`src/rtl/fetch_unit.sv`:
```
// fetch_unit
//   Stage-1 instruction fetch for the 3-stage RV32 pipeline. Owns the PC, issues
//   in-order requests to a variable-latency imem, and buffers returned words
//   (with their PCs) in a small FIFO toward decode. After a redirect, any
//   responses to wrong-path requests are discarded.
// Ports
//   clk, rst                      clock, synchronous active-high reset
//   pc_mux_sel                    PLUS_4 = sequential; BRANCH / J = redirect
//   branch_target, jump_target    redirect addresses for BRANCH / J
//   imem_req_valid/ready/addr     fetch request handshake (addr = pc)
//   imem_resp_valid/data          in-order response word
//   inst_valid/inst_ready         handshake toward decode
//   instruction, inst_pc          FIFO head and its PC; zero when !inst_valid

`ifndef PC_MUX_SEL_WIDTH
`define PC_MUX_SEL_WIDTH 2
`endif
`ifndef PC_MUX_PLUS_4
`define PC_MUX_PLUS_4 2'd0
`endif
`ifndef PC_MUX_BRANCH
`define PC_MUX_BRANCH 2'd1
`endif
`ifndef PC_MUX_J
`define PC_MUX_J 2'd2
`endif

module fetch_unit #(
   parameter logic [31:0] RESET_PC   = 32'h1000_0000,
   parameter int unsigned FIFO_DEPTH = 2,
   parameter int unsigned CNT_W      = 2
) (
   input  logic                         clk,
   input  logic                         rst,
   input  logic [`PC_MUX_SEL_WIDTH-1:0] pc_mux_sel,
   input  logic [31:0]                  branch_target,
   input  logic [31:0]                  jump_target,
   output logic                         imem_req_valid,
   input  logic                         imem_req_ready,
   output logic [31:0]                  imem_req_addr,
   input  logic                         imem_resp_valid,
   input  logic [31:0]                  imem_resp_data,
   output logic                         inst_valid,
   input  logic                         inst_ready,
   output logic [31:0]                  instruction,
   output logic [31:0]                  inst_pc
);

   localparam int unsigned PTR_W = (FIFO_DEPTH > 1) ? $clog2(FIFO_DEPTH) : 1;

   logic [31:0]      pc;
   logic [31:0]      resp_pc;      // PC of the next response that will be kept
   logic [CNT_W-1:0] outstanding;
   logic [CNT_W-1:0] drop_cnt;
   logic [CNT_W-1:0] count;
   logic [PTR_W-1:0] rd_ptr;
   logic [PTR_W-1:0] wr_ptr;
   logic [31:0]      fifo_data [FIFO_DEPTH];
   logic [31:0]      fifo_pc   [FIFO_DEPTH];

   logic             redirect;
   logic [31:0]      redirect_target;
   logic [CNT_W:0]   in_use;
   logic             accept;
   logic             push;
   logic             drop;
   logic             pop;

   always_comb begin
      redirect        = (pc_mux_sel != `PC_MUX_PLUS_4);
      redirect_target = (pc_mux_sel == `PC_MUX_J) ? jump_target : branch_target;
      redirect_target = {redirect_target[31:2], 2'b00};

      // Credits cover both in-flight and buffered words, so the FIFO can't overflow.
      in_use          = {1'b0, outstanding} + {1'b0, count};
      imem_req_valid  = !rst && !redirect && (in_use < (CNT_W+1)'(FIFO_DEPTH));
      imem_req_addr   = pc;
      accept          = imem_req_valid && imem_req_ready;

      drop            = imem_resp_valid && (redirect || (drop_cnt != '0));
      push            = imem_resp_valid && !drop;

      inst_valid      = !rst && !redirect && (count != '0);
      pop             = inst_valid && inst_ready;
      instruction     = inst_valid ? fifo_data[rd_ptr] : '0;
      inst_pc         = inst_valid ? fifo_pc[rd_ptr]   : '0;
   end

   always_ff @(posedge clk) begin
      if (rst) begin
         pc          <= RESET_PC;
         resp_pc     <= RESET_PC;
         outstanding <= '0;
         drop_cnt    <= '0;
         count       <= '0;
         rd_ptr      <= '0;
         wr_ptr      <= '0;
      end else begin
         outstanding <= outstanding + CNT_W'(accept) - CNT_W'(imem_resp_valid);
         if (redirect) begin
            // Every request still in flight after this cycle is wrong-path,
            // including ones already marked for dropping.
            pc       <= redirect_target;
            resp_pc  <= redirect_target;
            drop_cnt <= outstanding - CNT_W'(imem_resp_valid);
            count    <= '0;
            rd_ptr   <= '0;
            wr_ptr   <= '0;
         end else begin
            if (accept)
               pc <= pc + 32'd4;
            if (drop)
               drop_cnt <= drop_cnt - 1'b1;
            if (push) begin
               fifo_data[wr_ptr] <= imem_resp_data;
               fifo_pc[wr_ptr]   <= resp_pc;
               resp_pc           <= resp_pc + 32'd4;
               wr_ptr            <= (wr_ptr == PTR_W'(FIFO_DEPTH-1)) ? '0 : wr_ptr + 1'b1;
            end
            if (pop)
               rd_ptr <= (rd_ptr == PTR_W'(FIFO_DEPTH-1)) ? '0 : rd_ptr + 1'b1;
            count <= count + CNT_W'(push) - CNT_W'(pop);
         end
      end
   end

   no_fifo_overflow: assert property (@(posedge clk) disable iff (rst)
      (push && !pop) |-> (count < CNT_W'(FIFO_DEPTH)));

endmodule

```
`config.mk`:
```
export PLATFORM = sky130hd
export DESIGN_NAME = fetch_unit
export DESIGN_NICKNAME = d
export VERILOG_FILES = /design/src/rtl/fetch_unit.sv
export SDC_FILE = /design/constraint.sdc
export NUM_CORES = 1
export LEC_CHECK = 0
export ABC_AREA = 1
export BUFFER_PORTS_ARGS = -buffer_cell sky130_fd_sc_hd__clkbuf_2
export CAP_MARGIN = 0
export CORE_ASPECT_RATIO = 1.5
export CORE_UTILIZATION = 55
export DETAILED_ROUTE_END_ITERATION = 8
export PLACE_DENSITY_LB_ADDON = 0.15
export SYNTH_ARGS = -nofsm -noshare
export SYNTH_HDL_FRONTEND = slang
export SYNTH_SLANG_ARGS = --single-unit
```
`constraint.sdc`:
```
create_clock -name clk -period 8 [get_ports clk]
set_clock_uncertainty 0.15 [all_clocks]
set_input_delay 0 -clock clk [delete_from_list [all_inputs] [get_ports clk]]
set_output_delay 0 -clock clk [all_outputs]
set_load 0.01 [all_outputs]
```
==> out/metrics.yaml <==
holdCritStartpoint: "imem_resp_data[1]"
grt_pass1_vias: 8464
p_leak_nw: 5.26
numCtsBuffers: 17
root_buffer: "clkbuf_16"
stdcell_area_um2: 12300
yosysSeqAreaShare_pct: 52.9
max_freq_ghz: 0.287
post_cts_buffers: 0
num_antenna_cells: 0
post-route-period-util_pct: 43.5
maxCapViolCount: 0
vdd_drop_max_mv: 0.144
synth_cell_type_count: 41
critPathKind: "in -> reg"
post_dp_cell_area_um2: 10700
synthFlopType: "edfxtp_1"
hpwl_um: 17500
hold_depth: 2
worstHoldPathType: "in -> reg"
status: "complete, no violations"
synth_seq_cells: 193
r2r-start: "drop_cnt[0]"
io-pin-count: 201
min_to: "fifo_data[1][1]"
htreeDepth: 4
ff2ff_path_depth: 7
finish.utilization_pct: 72.5
vias: 9207
async_reset_ff_share_pct: 0
clockBufferDepth: 2
clk_latency_ns: 0.43
slew_headroom_pct: 24.2
clk_pin_slew_ns: 0.08
drt-initial-drc-count: 681
routed_wl_um: 27000
cp_max_fo: 62
cts_sinks: 193
end_kind: "register"
worstSetupStartpointType: "input pin"
crit_required_ns: 7.90
cts_tree: "yes"
start_util_pct: 56.8
drive_above_1_share_pct: 16.5
portBuffers: 192
die_y_um: 164
setup_tns_ns: 0
wl_per_cell_um: 15.9
setup-violations-final: 0
power.density_nw_per_um2: 180
grt_pass1_wl_um: 41400
postRouteAntennaNets: 0
overflow: 0
r2r-end: "resp_pc[7]"
track_usage_pct: 30.2
ctsHoldBuffers: 102
place.gp.congestion: 0.991
grt_max_degree: 64
worstPathArrival_ns: 3.38
fin_crit_ns: 3.48
worst_pin_slew_ns: 1.13
postSynthAreaPerCell_um2: 8.03
rsz0062_at_grt: "false"
drc: 0
grt_antenna_before_repair: 0
postSynthCellCount: 1201
dr.pass1.iters: 5
fp-row-count: 58
die_w_um: 110
core_area_um2: 17000
via_per_inst: 5.44
final-max-slew-violation-count: 0
die_area_um2: 18100
cts_resized: 0
synth_warnings: 0
regToRegSetupSlack_ns: 5.04
hold_slack_ns: 0.149
area_growth_pct: 27.7
synth_enable_flop_cells: 124
netlist_area_um2: 9640
hold_viol_final: 0
finalNetCount: 1582
==> report_power, final <==
| group | total, W | leakage [nW] | switching [W] | internal [W] |
|---|---|---|---|---|
| clock | 0.000824 | 0.282 | 0.000405 | 0.000419 |
| sequential | 0.00114 | 1.70 | 0.0000472 | 0.00109 |
| combinational | 0.000244 | 3.28 | 0.000132 | 0.000112 |
==> routing by layer <==
layer / wire length, µm / track usage, % / part of all wire (%)
met5: 0 / 0 / 0
met4: 1250 / 16.3 / 4.6
met3: 1760 / 4.64 / 6.5
met2: 13600 / 52.4 / 50
met1: 10400 / 35.2 / 38
==> worst max-delay path, cell delays in order <==
cell,delay (ns)
clkbuf_2,0.39
nor2_8,0.81
clkinv_1,0.85
nor2_1,0.36
inv_1,0.13
nor3_2,0.11
buf_4,0.66
==> cell families after synthesis <==
logic type / share of synthesized area, %
simple gates: 25.9
xor+xnor: 1.45
flops: 52.9
fa+ha+maj: 1.25
other cells: 0.0389
buf+inv: 6.45
compound gates: 12.0
==> placed cells by master, fill, tap and decap left out, types with 4 or more instances in the layout <==
cell,n
nand3_1,64
clkbuf_16,17
buf_4,7
nand2_1,379
a21oi_1,123
nor2_1,135
o21bai_1,4
dfxtp_1,68
o211ai_1,4
edfxtp_1,124
o21ai_0,62
inv_8,6
dlygate4sd3_1,102
clkbuf_2,192
nand3b_1,14
conb_1,4
ha_1,8
xnor2_1,4
a211oi_1,4
o22ai_1,6
a31oi_1,4
inv_1,96
xor2_1,12
==> flip-flops by register name, summed over array words and instances, names as in the netlist, named ones only <==
signal	flops
fifo_data	64
drop_cnt	2
rd_ptr	1
outstanding	2
resp_pc	30
fifo_pc	60
wr_ptr	1
count	2
imem_req_addr	30
==> layout make-up <==
cell class / instances / area (µm²)
Clock buffer: 18 / 429
Sequential cell: 193 / 5110
Multi-Input combinational cell: 856 / 3950
Timing Repair Buffer: 301 / 2030
Fill cell: 1334 / 4670
Inverter: 101 / 379
Tap cell: 210 / 263
Clock inverter: 14 / 151
==> cells in the mapped netlist (5+ instances only) <==
cell | instances | area share [%]
buf_2 | 5 | 0.26
buf_4 | 7 | 0.55
inv_1 | 97 | 3.8
dfxtp_1 | 69 | 14
xor2_1 | 12 | 1.1
nand3b_1 | 14 | 1.1
nor2_1 | 136 | 5.3
ha_1 | 8 | 1.0
nand2_1 | 379 | 15
o22ai_1 | 6 | 0.39
edfxtp_1 | 124 | 39
nand3_1 | 64 | 3.3
clkbuf_1 | 38 | 1.5
a21oi_1 | 123 | 6.4
o21ai_0 | 62 | 3.2
==> how the worst max path moves through the flow <==
stage               depth (start not counted)  slack, ns          endpoint     startpoint
floorplan                                   6       2.20   fifo_data[1][0]    drop_cnt[0]
global placement                            7       4.16    fifo_pc[1][29]  pc_mux_sel[1]
detailed placement                          7       4.13  fifo_data[1][26]  pc_mux_sel[1]
CTS                                         7       4.56    fifo_pc[1][20]  pc_mux_sel[1]
global route                                7       4.23    fifo_pc[1][20]  pc_mux_sel[1]
finish                                      7       4.52    fifo_pc[1][23]  pc_mux_sel[1]
==> through the flow <==
step,std cells,total power (W),setup WS [ns]
2_1_floorplan,1204,0.00127,2.20
3_3_place_gp,1559,0.00135,4.16
3_5_place_dp,1559,0.00136,4.13
4_1_cts,1693,0.00222,4.56
5_1_grt,1693,0.00229,4.23
6_report,1693,0.00221,4.52
Power figures use the tool's default switching activity.
